**config.mk**
```make
export PLATFORM = sky130hd
export DESIGN_NAME = fifo_stream_rd
export DESIGN_NICKNAME = d
export VERILOG_FILES = /design/src/rtl/fifo_stream_pkg.sv /design/src/rtl/fifo_stream_skid.sv /design/src/rtl/fifo_stream_rd.sv
export SDC_FILE = /design/constraint.sdc
export NUM_CORES = 1
export LEC_CHECK = 0
export BUFFER_PORTS_ARGS = -buffer_cell sky130_fd_sc_hd__buf_2
export CAP_MARGIN = 20
export CORE_ASPECT_RATIO = 1.4
export CORE_UTILIZATION = 40
export CTS_CLUSTER_DIAMETER = 50
export DETAILED_ROUTE_END_ITERATION = 10
export PLACE_DENSITY = 0.59
export SYNTH_ARGS = -nofsm -noshare
export SYNTH_HDL_FRONTEND = slang
export SYNTH_SLANG_ARGS = --single-unit
export TNS_END_PERCENT = 100
```
**constraint.sdc**
```tcl
create_clock -name clk -period 3.4 [get_ports clk]
set_input_delay 0.17 -clock clk [delete_from_list [all_inputs] [get_ports clk]]
set_output_delay 0.17 -clock clk [all_outputs]
set_load 0.01 [all_outputs]
```
**src/rtl/fifo_stream_pkg.sv**
```systemverilog
// fifo_stream_pkg: shared types and constants for the FIFO stream reader.
package fifo_stream_pkg;

    // Burst sequencer states
    typedef enum logic [1:0] {
        IDLE  = 2'd0,
        RUN   = 2'd1,
        DRAIN = 2'd2
    } state_t;

    // Output buffer geometry: occupancy counts 0..BUF_DEPTH
    localparam int unsigned OCC_W = 2;
    localparam logic [OCC_W-1:0] BUF_DEPTH = OCC_W'(2);

    // A new pop may issue if buffered plus in-flight words leave a free slot,
    // or if the buffer is exactly full but the head is leaving this cycle.
    function automatic logic has_credit(input logic [OCC_W-1:0] occ,
                                        input logic             inflight,
                                        input logic             hs);
        logic [OCC_W:0] pending;
        pending = {1'b0, occ} + {{OCC_W{1'b0}}, inflight};
        return (pending < {1'b0, BUF_DEPTH}) ||
               ((pending == {1'b0, BUF_DEPTH}) && hs);
    endfunction

endpackage

```
**src/rtl/fifo_stream_skid.sv**
```systemverilog
// fifo_stream_skid: 2-entry registered buffer between the FIFO read port and
// the output stream. Head is the presented word; tail holds the second entry.
module fifo_stream_skid
    import fifo_stream_pkg::*;
#(
    parameter int unsigned DATA_LEN = 8
) (
    input  logic                clk,
    input  logic                sys_rst,
    input  logic                wr,
    input  logic [DATA_LEN-1:0] wdata,
    input  logic                rd,
    output logic [OCC_W-1:0]    occ,
    output logic [DATA_LEN-1:0] head
);

    logic [DATA_LEN-1:0] tail;

    // Push/pop bookkeeping; head only changes when it is empty or being popped
    always_ff @(posedge clk or posedge sys_rst) begin
        if (sys_rst) begin
            occ  <= '0;
            head <= '0;
            tail <= '0;
        end else begin
            case ({wr, rd})
                2'b10: begin
                    if (occ == '0) head <= wdata;
                    else           tail <= wdata;
                    occ <= occ + OCC_W'(1);
                end
                2'b01: begin
                    if (occ == BUF_DEPTH) head <= tail;
                    occ <= occ - OCC_W'(1);
                end
                2'b11: begin
                    if (occ == BUF_DEPTH) begin
                        head <= tail;
                        tail <= wdata;
                    end else begin
                        head <= wdata;
                    end
                end
                default: ;
            endcase
        end
    end

endmodule

```
**src/rtl/fifo_stream_rd.sv**
```systemverilog
// fifo_stream_rd: pops a burst of len words from a synchronous FIFO and
// presents them on a valid/ready stream with last, then pulses done.
// Optional macro FIFO_STREAM_BEAT_CNT_EN adds a saturating beat_total port.
module fifo_stream_rd
    import fifo_stream_pkg::*;
#(
    parameter int unsigned DATA_LEN  = 8,
    parameter int unsigned LEN_WIDTH = 8
) (
    input  logic                 clk,
    input  logic                 sys_rst,
    input  logic                 start,
    input  logic [LEN_WIDTH-1:0] len,
    output logic                 busy,
    output logic                 done,
    input  logic                 fifo_empty,
    output logic                 fifo_rd_en,
    input  logic [DATA_LEN-1:0]  fifo_data,
    output logic                 m_valid,
    input  logic                 m_ready,
    output logic [DATA_LEN-1:0]  m_data,
    output logic                 m_last
`ifdef FIFO_STREAM_BEAT_CNT_EN
    ,
    output logic [31:0]          beat_total
`endif
);

    state_t               state;
    logic [LEN_WIDTH-1:0] issue_cnt;
    logic [LEN_WIDTH-1:0] beat_cnt;
    logic                 inflight;
    logic [OCC_W-1:0]     occ;
    logic                 hs;
    logic                 credit;

    assign m_valid    = (occ != '0);
    assign hs         = m_valid && m_ready;
    assign m_last     = m_valid && (beat_cnt == LEN_WIDTH'(1));
    assign busy       = (state != IDLE);
    assign credit     = has_credit(occ, inflight, hs);
    assign fifo_rd_en = (state == RUN) && !fifo_empty && (issue_cnt != '0) && credit;

    fifo_stream_skid #(
        .DATA_LEN (DATA_LEN)
    ) u_skid (
        .clk     (clk),
        .sys_rst (sys_rst),
        .wr      (inflight),
        .wdata   (fifo_data),
        .rd      (hs),
        .occ     (occ),
        .head    (m_data)
    );

    // FIFO data arrives one cycle after an accepted pop
    always_ff @(posedge clk or posedge sys_rst) begin
        if (sys_rst) inflight <= 1'b0;
        else         inflight <= fifo_rd_en;
    end

    // Burst sequencer: issue/beat counters and registered done pulse
    always_ff @(posedge clk or posedge sys_rst) begin
        if (sys_rst) begin
            state     <= IDLE;
            issue_cnt <= '0;
            beat_cnt  <= '0;
            done      <= 1'b0;
        end else begin
            done <= 1'b0;
            if (hs) beat_cnt <= beat_cnt - LEN_WIDTH'(1);
            case (state)
                IDLE: begin
                    if (start) begin
                        if (len != '0) begin
                            issue_cnt <= len;
                            beat_cnt  <= len;
                            state     <= RUN;
                        end else begin
                            done <= 1'b1;
                        end
                    end
                end
                RUN: begin
                    if (fifo_rd_en) begin
                        issue_cnt <= issue_cnt - LEN_WIDTH'(1);
                        if (issue_cnt == LEN_WIDTH'(1)) state <= DRAIN;
                    end
                end
                DRAIN: begin
                    // Final beat leaving with nothing else buffered or in flight
                    if (hs && (beat_cnt == LEN_WIDTH'(1)) && !inflight &&
                        (occ == OCC_W'(1))) begin
                        done  <= 1'b1;
                        state <= IDLE;
                    end
                end
                default: state <= IDLE;
            endcase
        end
    end

`ifdef FIFO_STREAM_BEAT_CNT_EN
    // Lifetime handshake count, saturating, cleared only by reset
    always_ff @(posedge clk or posedge sys_rst) begin
        if (sys_rst)                    beat_total <= '0;
        else if (hs && beat_total != '1) beat_total <= beat_total + 32'd1;
    end
`endif

endmodule

```
==> implementation parameters <==
Parameter                              Value

Clock tree
  # clock sinks ... 38
  Worst skew pair latency ... between 200 and 300 ps
  Hold bufs inserted after CTS ... 1
  Root Driver ... sky130_fd_sc_hd__clkbuf_8
  Clock-pin slew on the worst setup and hold paths ... 80 ps
  CTS tree ... yes
  Number of buffers on the longest clock path ... 2
  Num CTS Buffers ... 5
  H-tree levels ... 2
  Setup fix buffers added after clock tree synthesis ... 0
  Post-cts gate resize count ... 0

GRT
  GR Util All Layers ... 16.8%
  Remaining Overflow, GRT ... 0
  Number of antenna violations at the first check in global routing ... 0
  Via count of the first global-routing pass ... about 1600
  Pin count of the biggest net entering global routing ... 39
  First-pass GRT wire length ... 7.24 mm

Synth
  Ys async rst share ... 100%
  Sequential area share after synthesis ... 44.1%
  Synthesized-area fraction occupied by ao, oa, aoi and oai cells ... 14.2%
  Fraction of synthesized cell area in xor and xnor cells ... 5.69%
  Post-synthesis cell type count ... 42
  Number of enable flip-flop cells after synthesis ... 0
  Most common flop cell mapped by yosys ... sky130_fd_sc_hd__dfrtp_1
  Post-synth design cell area ... approximately 2200 um^2
  Multiplexer area fraction after synthesis ... 8.59%
  Synthesized netlist cell count ... 215
  Post-synth net total ... 250
  Warnings from Yosys ... 0
  Average footprint of a synthesized cell ... roughly 10 um^2
  Largest cells by area after synthesis ... sky130_fd_sc_hd__dfrtp_1, sky130_fd_sc_hd__ha_1, sky130_fd_sc_hd__o21ai_0, sky130_fd_sc_hd__mux2_2, sky130_fd_sc_hd__a21oi_1
  Largest area contributor in the netlist ... sky130_fd_sc_hd__dfrtp_1
  Share of the synthesized area in the top cell type ... between 40% and 50%
  Synthesis-stage register bit count ... 38
  Dominant combinational cell family by area after synthesis ... simple AND/OR/NAND/NOR gates
  Simple-Gate Fraction of Synth Area ... ~15%
  Area share of fa/ha/maj cells after synthesis ... approximately 8.1%

Pwr
  Cell leakage power ... 1.16 nW
  Worst-case vdd ir drop ... 0.000567 V
  Final Total Pwr ... 0.00240 W
  Power density relative to cell area ... 939 nW/um^2

Drt
  Router iterations before antenna repair ... 4
  Count of nets left with antenna violations after detail routing ... 0
  Detail-routed via count per cell ... 5.12
  DRC violations left ... 0
  Wirelength, routed ... approximately 4.3 mm
  Detail-routed net length per standard cell ... ~13 um
  Vias after detailed routing ... approximately 1600
  Initial DRC Count ... between 40 and 50

Cells and area
  Commonest non-fill, non-tap cell in the layout ... sky130_fd_sc_hd__dfrtp_1
  Fraction of layout instances using a drive strength above 1 ... 24.7%
  Post-layout net count ... 289
  Area added between synthesis and finish ... 18.5%
  Most used cells in the layout excluding fill and tap cells ... sky130_fd_sc_hd__dfrtp_1, sky130_fd_sc_hd__buf_2, sky130_fd_sc_hd__nand2_1, sky130_fd_sc_hd__o21ai_0, sky130_fd_sc_hd__a21oi_1
  Post-layout instance count excluding filler cells ... 321
  Final core utilization ... 49.1%
  Count of inserted antenna diode cells ... 0
  Number of filler cells placed in the layout ... 528

Die
  Overall die area ... 5690 um^2
  Vert. Die Dim ... 88.8 um
  Floorplan die width ... between 60 and 70 um
  Row Count ... 31
  Std-Cell Core Area ... between 5000 and 6000 um^2
  Starting utilization of the core area ... about two fifths
  Number of placed I/O pins ... 34

Critical path
  Total buffers and inverters traversed by the critical path ... 3
  CP top delay family ... simple AND/OR/NAND/NOR gates
  Critical path's largest stage delay ... ~420 ps
  Minimum setup slack among reg-to-reg paths ... between 700 and 800 ps
  Start point of the critical path ... u_skid.occ[0]
  Critical-path cell list ... inv_1 > ha_1 > nor2b_1 > buf_4 > nand4_2 > a2111oi_2 > buf_4 > or2_1 > mux2_4
  Type of element capturing the critical path ... flop
  Data arrival time of the worst path ... 2790 ps
  Launch instance of the worst register-to-register path ... u_skid.occ[0]
  Top fanout value on the critical path ... 12
  Crit Path Class ... flop to flop
  Slowest stage cell, crit path ... sky130_fd_sc_hd__dfrtp_1
  Critical Path RT ... 3580 ps
  Crit path launch type ... flop
  Cell seen most often among critical-path stages ... sky130_fd_sc_hd__buf_4

Min path
  Hold Startpoint ... len[6]
  Worst min-delay path class ... input pin to flop

STA
  Slew of the pin with the lowest slew margin ... 675 ps
  Unrepaired setup endpoints after global routing ... false
  Setup TNS ... 0 ps
  Setup violations, final ... 0
  Maximum clock rate ... 382 MHz
  Max-slew violation count ... 0
  Setup Skew ... 1.92 ps
  Shortest clock period the worst path allows after layout ... 2620 ps
  Count of final hold-check violations ... 0
  Headroom to the max-slew limit ... 53.7%
  Setup slack of the critical path after layout ... ~780 ps
  Share of the clock period used by the worst path ... 77.0%

Place
  Worst slack after detailed placement ... 750 ps
  Placed cell count ... 312
  Number of I/O port buffers ... 33
  Routability congestion estimate ... ~0.79
  Post-detail-place hpwl ... 3.23 mm

Run status
  Status ... complete, no violations

Job
  Number of max-capacitance violations reported ... 0
metrics by stage:
| stage | area [um^2] | hold WS, ps |
|---|---|---|
| 6_report | 2550 | 120 |
| 5_1_grt | 2550 | 122 |
| 4_1_cts | 2550 | 111 |
| 3_5_place_dp | 2400 | 318 |
| 3_3_place_gp | 2400 | 315 |
| 2_1_floorplan | 2150 | 287 |
worst register-to-register path, stage by stage (launching register included):
cell                        delay [ps]
sky130_fd_sc_hd__dfrtp_1           420
sky130_fd_sc_hd__inv_1              90
sky130_fd_sc_hd__ha_1              230
sky130_fd_sc_hd__nor2b_1           120
sky130_fd_sc_hd__buf_4             190
sky130_fd_sc_hd__nand4_2           150
sky130_fd_sc_hd__a2111oi_2         360
sky130_fd_sc_hd__buf_4             230
sky130_fd_sc_hd__or2_1             380
sky130_fd_sc_hd__mux2_4            340
state kept, by name, summed over array words and instances (netlist names):
name	cells
u_skid.head	8
inflight	1
beat_cnt	8
u_skid.occ	2
issue_cnt	8
state	2
done	1
u_skid.tail	8
path summary, 6_finish.rpt:
kind,to,depth (start not counted)
hold / removal,beat_cnt[6],3
hold reg to reg,u_skid.tail[5],1
setup / recovery,issue_cnt[6],9
setup reg to reg,issue_cnt[6],9
max in group asynchronous,u_skid.occ[1],4
min in group asynchronous,u_skid.tail[1],4
layout make-up:
class	count	area (um^2)	share of cell area (%)
tap	66	82.6	3.24
clock buffer	6	82.6	3.24
inverter	15	56.3	2.21
clock inverter	2	60.1	2.35
timing repair buffer	38	205	8.04
sequential	38	951	37.3
multi-input combinational	156	1110	43.7
cell usage after synthesis, types with 2 or more instances:
master / number
sky130_fd_sc_hd__o21ai_0: 18
sky130_fd_sc_hd__clkbuf_1: 3
sky130_fd_sc_hd__nor2_1: 15
sky130_fd_sc_hd__inv_1: 15
sky130_fd_sc_hd__xnor2_1: 8
sky130_fd_sc_hd__buf_2: 2
sky130_fd_sc_hd__mux2_4: 5
sky130_fd_sc_hd__nor4_1: 3
sky130_fd_sc_hd__mux2_2: 8
sky130_fd_sc_hd__a21oi_1: 16
sky130_fd_sc_hd__nor2b_1: 2
sky130_fd_sc_hd__a22oi_1: 9
sky130_fd_sc_hd__or4_1: 3
sky130_fd_sc_hd__mux2i_1: 2
sky130_fd_sc_hd__xor2_1: 6
sky130_fd_sc_hd__nor3_1: 3
sky130_fd_sc_hd__nand3_1: 2
sky130_fd_sc_hd__nand2_1: 21
sky130_fd_sc_hd__dfrtp_1: 38
sky130_fd_sc_hd__ha_1: 14
power breakdown:
group | total [W] | leakage, nW | internal (W) | switching, W
Sequential | 0.000864 | 0.450 | 0.000674 | 0.000189
Clock | 0.000477 | 0.0714 | 0.000313 | 0.000164
Combinational | 0.00106 | 0.639 | 0.000522 | 0.000534
routing by layer:
layer	routed length, um	up-vias	global-route usage (%)	part of all wire [%]
li1	-	827	-	-
met1	1810	774	18.1	42
met2	2190	35	31.0	52
met3	155	6	3.87	3.6
met4	95	0	7.23	2.2
met5	0	-	0	0
cell families after synthesis:
kind of cell / Yosys count
fa+ha+maj: 14
buf+inv: 21
simple gates: 62
xor+xnor: 14
mux: 15
compound gates: 51
flops: 38
(Power assumes the default switching activity.)
